### config.mk
export PLATFORM = sky130hd
export DESIGN_NAME = ctrl_word_sequencer
export DESIGN_NICKNAME = d
export VERILOG_FILES = /design/src/rtl/ctrl_word_sequencer.sv
export SDC_FILE = /design/constraint.sdc
export NUM_CORES = 1
export LEC_CHECK = 0
export BUFFER_PORTS_ARGS = -buffer_cell sky130_fd_sc_hd__buf_2
export CORE_UTILIZATION = 56
export CTS_BUF_LIST = sky130_fd_sc_hd__clkbuf_4
export DETAILED_ROUTE_END_ITERATION = 10
export PLACE_DENSITY = 0.77
export SYNTH_ARGS = -nofsm -noshare
export SYNTH_HDL_FRONTEND = slang
export SYNTH_SLANG_ARGS = --single-unit
### constraint.sdc
create_clock -name clk -period 3.05 [get_ports clk]
set_input_delay 0.305 -clock clk [delete_from_list [all_inputs] [get_ports clk]]
set_output_delay 0.305 -clock clk [all_outputs]
set_load 0.02 [all_outputs]
### src/rtl/ctrl_word_sequencer.sv
// ctrl_word_sequencer: issues 9-bit control words and 8-bit operands to a 3-register ALU datapath.
// Latency: first word on c one cycle after start; out_strobe OUT_LAT cycles after a data_out word shows on c.
// Backpressure: stalls (c = IDLE_WORD) on operand-reading words until op_valid; op_ready marks consumption.
`timescale 1ns/1ps
module ctrl_word_sequencer #(
  parameter int         AW        = 4,
  parameter int         OUT_LAT   = 3,
  parameter logic [8:0] IDLE_WORD = 9'h000
) (
  input  logic          clk,
  input  logic          reset,
  input  logic          prog_we,
  input  logic [AW-1:0] prog_addr,
  input  logic [8:0]    prog_data,
  input  logic          start,
  input  logic [AW-1:0] prog_last,
  input  logic [7:0]    repeat_cnt,
  input  logic          op_valid,
  input  logic [7:0]    op_data,
  output logic          op_ready,
  output logic [8:0]    c,
  output logic [7:0]    data_in,
  output logic          busy,
  output logic          done,
  output logic          out_strobe
);

  localparam int DEPTH = 2 ** AW;
  localparam int DW    = $clog2(OUT_LAT + 1);

  typedef enum logic [1:0] {
    IDLE  = 2'd0,
    RUN   = 2'd1,
    DRAIN = 2'd2
  } state_t;

  state_t        state;
  logic [8:0]    mem [DEPTH];
  logic [AW-1:0] pc;
  logic [AW-1:0] last;
  logic [7:0]    reps;
  logic [DW-1:0] drain_cnt;
  logic [OUT_LAT-1:0] strobe_sr;

  logic [8:0]    cur_word;
  logic          cur_needs;
  logic          issue;
  logic          strobe_feed;

  // Operand source field value meaning "take data_in".
  localparam logic [1:0] SRC_DIN  = 2'b11;
  // Destination field value meaning "write data_out".
  localparam logic [1:0] DEST_OUT = 2'b11;

  // A operand is read by every real ALU op (op 000..101).
  function automatic logic uses_a(input logic [8:0] w);
    return (w[2:0] <= 3'b101);
  endfunction

  // B operand is read only by the two-input ops (op 001..101).
  function automatic logic uses_b(input logic [8:0] w);
    return (w[2:0] >= 3'b001) && (w[2:0] <= 3'b101);
  endfunction

  // A single operand feeds both A and B when both select data_in.
  function automatic logic needs_op(input logic [8:0] w);
    return (uses_a(w) && (w[4:3] == SRC_DIN)) ||
           (uses_b(w) && (w[6:5] == SRC_DIN));
  endfunction

  // Hold ops (110/111) never update a destination, so they never strobe.
  function automatic logic writes_out(input logic [8:0] w);
    return uses_a(w) && (w[8:7] == DEST_OUT);
  endfunction

  // Current program word and its handshake requirements.
  always_comb begin
    cur_word    = mem[pc];
    cur_needs   = needs_op(cur_word);
    op_ready    = (state == RUN) && cur_needs;
    issue       = (state == RUN) && (!cur_needs || op_valid);
    strobe_feed = issue && writes_out(cur_word);
  end

  // Program memory: written only while idle, never cleared by reset.
  always_ff @(posedge clk) begin
    if (reset && (state == IDLE) && prog_we) begin
      mem[prog_addr] <= prog_data;
    end
  end

  // Strobe pipeline: one stage per datapath latency cycle, then a registered output.
  always_ff @(posedge clk) begin
    if (!reset) begin
      strobe_sr  <= '0;
      out_strobe <= 1'b0;
    end else begin
      strobe_sr[0] <= strobe_feed;
      for (int i = 1; i < OUT_LAT; i++) begin
        strobe_sr[i] <= strobe_sr[i-1];
      end
      out_strobe <= strobe_sr[OUT_LAT-1];
    end
  end

  // Sequencer FSM with registered word/operand/status outputs.
  always_ff @(posedge clk) begin
    if (!reset) begin
      state     <= IDLE;
      pc        <= '0;
      last      <= '0;
      reps      <= 8'd0;
      drain_cnt <= '0;
      c         <= IDLE_WORD;
      data_in   <= 8'd0;
      busy      <= 1'b0;
      done      <= 1'b0;
    end else begin
      done <= 1'b0;
      case (state)
        IDLE: begin
          c <= IDLE_WORD;
          if (start) begin
            last  <= prog_last;
            reps  <= (repeat_cnt == 8'd0) ? 8'd1 : repeat_cnt;
            pc    <= '0;
            busy  <= 1'b1;
            state <= RUN;
          end
        end

        RUN: begin
          if (issue) begin
            c <= cur_word;
            if (cur_needs) begin
              data_in <= op_data;
            end
            if (pc == last) begin
              if (reps <= 8'd1) begin
                drain_cnt <= '0;
                state     <= DRAIN;
              end else begin
                reps <= reps - 8'd1;
                pc   <= '0;
              end
            end else begin
              pc <= pc + 1'b1;
            end
          end else begin
            // Waiting for an operand: bubble the datapath, keep pc and data_in.
            c <= IDLE_WORD;
          end
        end

        DRAIN: begin
          // Let the last issued word retire through the datapath before signalling done.
          c <= IDLE_WORD;
          if (drain_cnt == DW'(OUT_LAT)) begin
            done  <= 1'b1;
            busy  <= 1'b0;
            state <= IDLE;
          end else begin
            drain_cnt <= drain_cnt + 1'b1;
          end
        end

        default: begin
          c     <= IDLE_WORD;
          busy  <= 1'b0;
          state <= IDLE;
        end
      endcase
    end
  end

endmodule

# --- Yosys cells after proc, flatten, opt, wreduce, memory -nomap -nowiden ---
# Memory sizes are Yosys's and may differ from the RTL's. A register that Yosys moved wholly into a read port is not among the register bits.
# Cells that the tools add are included.
word_totals:
  ff_bits: 43
  ramBits: 144
  in_bits: 38
  output_inout_bits: 21
  elab_cells: 89
  mem_count: 1
memory_table:
  columns: ["memory", "words", "width", "read_ports", "rd_ports_with_merged_regs", "wr", "line", "text"]
  rows:
  - ["mem", 16, 9, 1, 1, 1, "38", "logic [8:0] mem [DEPTH];"]
classes:
  n_addsub: 3
  n_lt_le_gt_ge: 3
  n_eq_ne: 15
  muxes: 30
  bitwise_logic: 1
  n_reduce_logical: 25
op_table:
  columns: ["cell", "n"]
  rows:
  - ["$mux W8", 5]
  - ["$mux W4", 6]
  - ["$mux W2", 9]
  - ["$pmux W8 S2", 1]
  - ["$reduce_and A5 Y1", 3]
  - ["$eq A2 B2 Y1 const B", 5]
  - ["$ne A2 B2 Y1 const B", 5]
  - ["$logic_and A1 B1 Y1", 9]
  - ["$reduce_and A3 Y1", 3]
  - ["$le A8 B1 Y1 const B", 1]
  - ["$logic_not A8 Y1", 1]
  - ["$pmux W4 S2", 1]
  - ["$sub A8 B1 Y8 const B", 1]
  - ["$pmux W2 S3", 1]
  - ["$mux W1", 5]
  - ["$add A4 B1 Y4 const B", 1]
  - ["$eq A4 B4 Y1", 1]
  - ["$ne A2 B1 Y1 const B", 2]
  - ["$pmux W2 S2", 1]
  - ["$reduce_and A2 Y1", 2]
  - ["$reduce_and A4 Y1", 1]
  - ["$reduce_bool A2 Y1", 2]
  - ["$ge A3 B1 Y1 const B", 1]
  - ["$le A3 B3 Y1 const B", 1]
  - ["other kinds (8)", 9]

# --- Depth between registers and ports, before layout ---
depth:
  ltp_word: 11
  ltp_mapped: 12
  ltp_nobuf: 8

# --- Worst setup path before layout ---
# No wires, ideal clock.
synth_path:
  path_kind: "register to register"
  start: "reg with a tool-made name"
  end: "reg reps[7]"
  setup_time_ns: 0.117
  t_arrival_ns: 2.527
  required_ns: 2.933
  path_slack_ns: 0.405
  path_stages_with_launch: 12
  path_buffers: 3
  synth_period_minus_slack_ns: 2.645
  cell_sequence: "dfxtp_1 > buf_6 > buf_12 > buf_6 > mux4_1 > a22oi_1 > nand2_1 > nand2_1 > a2111oi_2 > nor4_2 > mux2_2 > a32o_1"
synth_lines:
  columns: ["element", "line", "text"]
  rows:
  - ["end signal: assignment", "125", "reps <= (repeat_cnt == 8'd0) ? 8'd1 : repeat_cnt;"]
  - ["end signal: assignment", "143", "reps <= reps - 8'd1;"]
  - ["end: declaration", "41", "logic [7:0] reps;"]

==> reports/qor.csv <==
stage;metric;value;unit
run_status;status;finished with violations;
run_status;violated checks;negative setup slack;
global_route;largest net degree at the start of global routing;38;
floorplan;FP Rows;42;
floorplan;CORE AREA;13350;sq um
routing;Routed Antenna Nets;0;
routing;DR vias/cell;5.986;
clocking;cts bufs inserted;17;
global_route;overall routing resource usage;23.58;%
placement;Place WS;-0.05866;ns
synth;flip-flop and latch count after synthesis;191;
routing;number of iterations in the first detailed-routing pass;5;
timing;number of setup violations in the final report;1;
critical_path;CP Max Fanout;5;
clocking;CTS root buffer;clkbuf_4;
routing;WL final;15870;um
routing;wire per inst;20.30;um
global_route;vias in the first global route;4668;
floorplan;die extent in x;119.5;um
hold_path;Hold Crit Class;primary input to flip-flop;
critical_path;required time of the critical path;2.74;ns
timing;RSZ-0062 raised after global routing;true;
timing;Slew @ Worst Pin;0.7936;ns
placement;PortBufs;58;
global_route;first-pass GRT wire length;24590;um
timing;Fmax;0.3105;GHz
synth;synthesized cell area;7730;sq um
clocking;Clk Latency, worst-skew pair;0.57;ns
power_and_ir_drop;Power Density;558.8;nW/um^2
timing;Tcrit/Tclk final;105.6;%
cells_and_area;antenna cells;0;
floorplan;Die ar.;14280;sq um
cells_and_area;final core occ;67.70;%
cells_and_area;Final nets;635;
clocking;clk slew on worst S/H paths;0.15;ns
power_and_ir_drop;leak pwr;3.255;nW
synth;Post-Syn Instances;484;
power_and_ir_drop;Cell Int Power;3.752;mW
critical_path;Startpoint Class;flip-flop;
routing;DRC viols;0;
synth;Netlist cell types;59;
synth;synthesized area per cell;15.97;sq um
clocking;Sink Count;191;
synth;Yosys top cell by area;edfxtp_1;
routing;via count;4681;
clocking;CTS Buffer Depth;2;
power_and_ir_drop;net switching power;1.297;mW
critical_path;crit path DAT;2.92;ns
power_and_ir_drop;part of the power in combinational logic;15.3;%
global_route;antenna violations before repair;0;
floorplan;chip height;119.5;um
timing;max-slew violation count;0;
power_and_ir_drop;Switching Share;25.69;%
placement;dpl hpwl;10260;um
global_route;Overflow after GRT;0;
clocking;htree depth;4;
timing;Worst slew margin;47.09;%
critical_path;Worst Setup End Kind;primary output;
power_and_ir_drop;Clock power frac;26.7;%
power_and_ir_drop;sequential power share;58.0;%
floorplan;I/O pin count;59;
cells_and_area;share of cells above drive strength 1;31.19;%
synth;synth warn;0;
synth;Net Count, Synth;526;
critical_path;CP Class;flip-flop to primary output;
cells_and_area;Area Growth Syn to Fin;16.90;%
timing;Worst Hold Slack;0.1048;ns
timing;Final WS setup;-0.1705;ns
timing;setup TNS;-0.1705;ns
synth;register area share after synthesis;68.11;%
power_and_ir_drop;Peak VDD IR;0.3178;mV
timing;post-layout min period;3.221;ns
floorplan;Initial Utilization;57.91;%
synth;Area contributors post-synth;edfxtp_1, dfxtp_1, mux4_2;
clocking;TritonCTS clock tree;yes;
timing;worst clock skew;0.01455;ns
synth;post-synth top area share;55.94;%
timing;Hold Fails Final Rpt;0;
run;Max Cap Violations;0;
placement;gp weighted congestion;0.8235;
routing;DRT iter0 DRCs;467;
critical_path;reg-to-reg setup timing slack;0.04;ns
[metrics by stage]
stage                     instances  cell area [sq um]  total power [mW]
after floorplan                 484               7730             3.445
after global placement          724               8353             3.605
after detailed placement        724               8353             3.631
after CTS                       778               8970             5.037
after global routing            782               9036             5.236
final                           782               9036             5.049
[power groups by stage]
stage                     clock, mW  sequential, mW  combinational, mW
after floorplan                   0            2.97              0.473
after global placement            0            2.97              0.631
after detailed placement          0            2.98              0.652
after CTS                      1.37            2.93              0.745
after global routing           1.46            2.94              0.840
final                          1.35            2.93              0.771
[layout by cell type, fill, tap and decap left out, types with 6 or more instances in the layout]
master         instances
edfxtp_1             144
buf_2                 57
dfxtp_1               46
nor2_1                44
nand2_1               37
buf_4                 34
mux4_2                26
mux2i_1               22
clkbuf_4              20
dlygate4sd3_1         12
nor3_1                10
mux4_1                10
a21oi_1               10
nand3_1                8
and2_1                 8
inv_1                  7
a22o_1                 6
o31ai_1                6
[layout make-up]
| class | count | area [sq um] |
|---|---|---|
| multi-input cells | 264 | 2375 |
| clock buffers | 20 | 150.1 |
| repair buffers | 112 | 859.6 |
| fillers | 914 | 4312 |
| well taps | 176 | 220.2 |
| flip-flops and latches | 191 | 5269 |
| clock inverters | 12 | 136.4 |
| inverters | 7 | 26.28 |
[critical path, stage by stage, from the launching register on]
cell	delay (ns)
dfxtp_4	0.46
buf_12	0.15
buf_12	0.10
mux4_2	0.51
a22o_1	0.23
nor2_4	0.18
a21oi_4	0.05
a311o_2	0.41
nor2_4	0.12
buf_6	0.14
[layer usage]
layer | wire [um] | share of wire (%) | global-route usage, %
met1 | 6548 | 41 | 30.40
met2 | 7834 | 49 | 38.15
met3 | 1022 | 6.4 | 6.082
met4 | 467 | 2.9 | 9.844
met5 | 0 | 0 | 0
[synth_stat cells (all sizes together)]
library cell	instances
edfxtp	144
nor2	48
dfxtp	47
nand2	38
mux4	36
mux2i	22
buf	13
a21oi	11
nor3	11
and2	10
clkbuf	9
o21ai	9
nand3	8
o31ai	8
inv	7
nand2b	7
a22o	6
nor2b	6
a22oi	5
ha	4
xor2	4
a221oi	3
nor4	3
o311ai	3
mux2	2
o211ai	2
o2bb2ai	2
o311a	2
or3	2
a2111oi	1
a211oi	1
a2bb2oi	1
a311o	1
a31oi	1
a32o	1
and3	1
nand3b	1
nor3b	1
o2111ai	1
o41ai	1
or2	1
[registers in the layout, indices dropped and copies added, names as in the netlist, 2 cells and up, named ones only]
signal and count:
strobe_sr 3, state 2, mem 144, drain_cnt 2
data_in 8, pc 4, c 9, reps 8
last 4
[path summary, 6_finish.rpt]
path / startpoint / depth (start not counted) / endpoint
setup / recovery: flip-flop / 9 / op_ready
hold / removal: repeat_cnt[1] / 5 / reps[1]
setup reg to reg: flip-flop / 11 / flip-flop
hold reg to reg: strobe_sr[2] / 1 / out_strobe
[cells by family after synthesis]
kind of cell | count (synthesis) | synth area share (%)
mux | 60 | 14.31
compound gates | 59 | 5.892
fa+ha+maj | 4 | 0.6475
xor+xnor | 4 | 0.4532
buf+inv | 29 | 2.104
simple gates | 137 | 8.482
flops | 191 | 68.11
[timing repair]
action	in CTS	in global routing
setup buffers	7	4
pin swaps	7	4
gates resized for setup	24	5
cloned	3	0
endpoints found under the hold margin	12	0
setup endpoints to repair	3	2
hold buffers	12	0
Note: power is estimated with default switching activity, not from simulation.
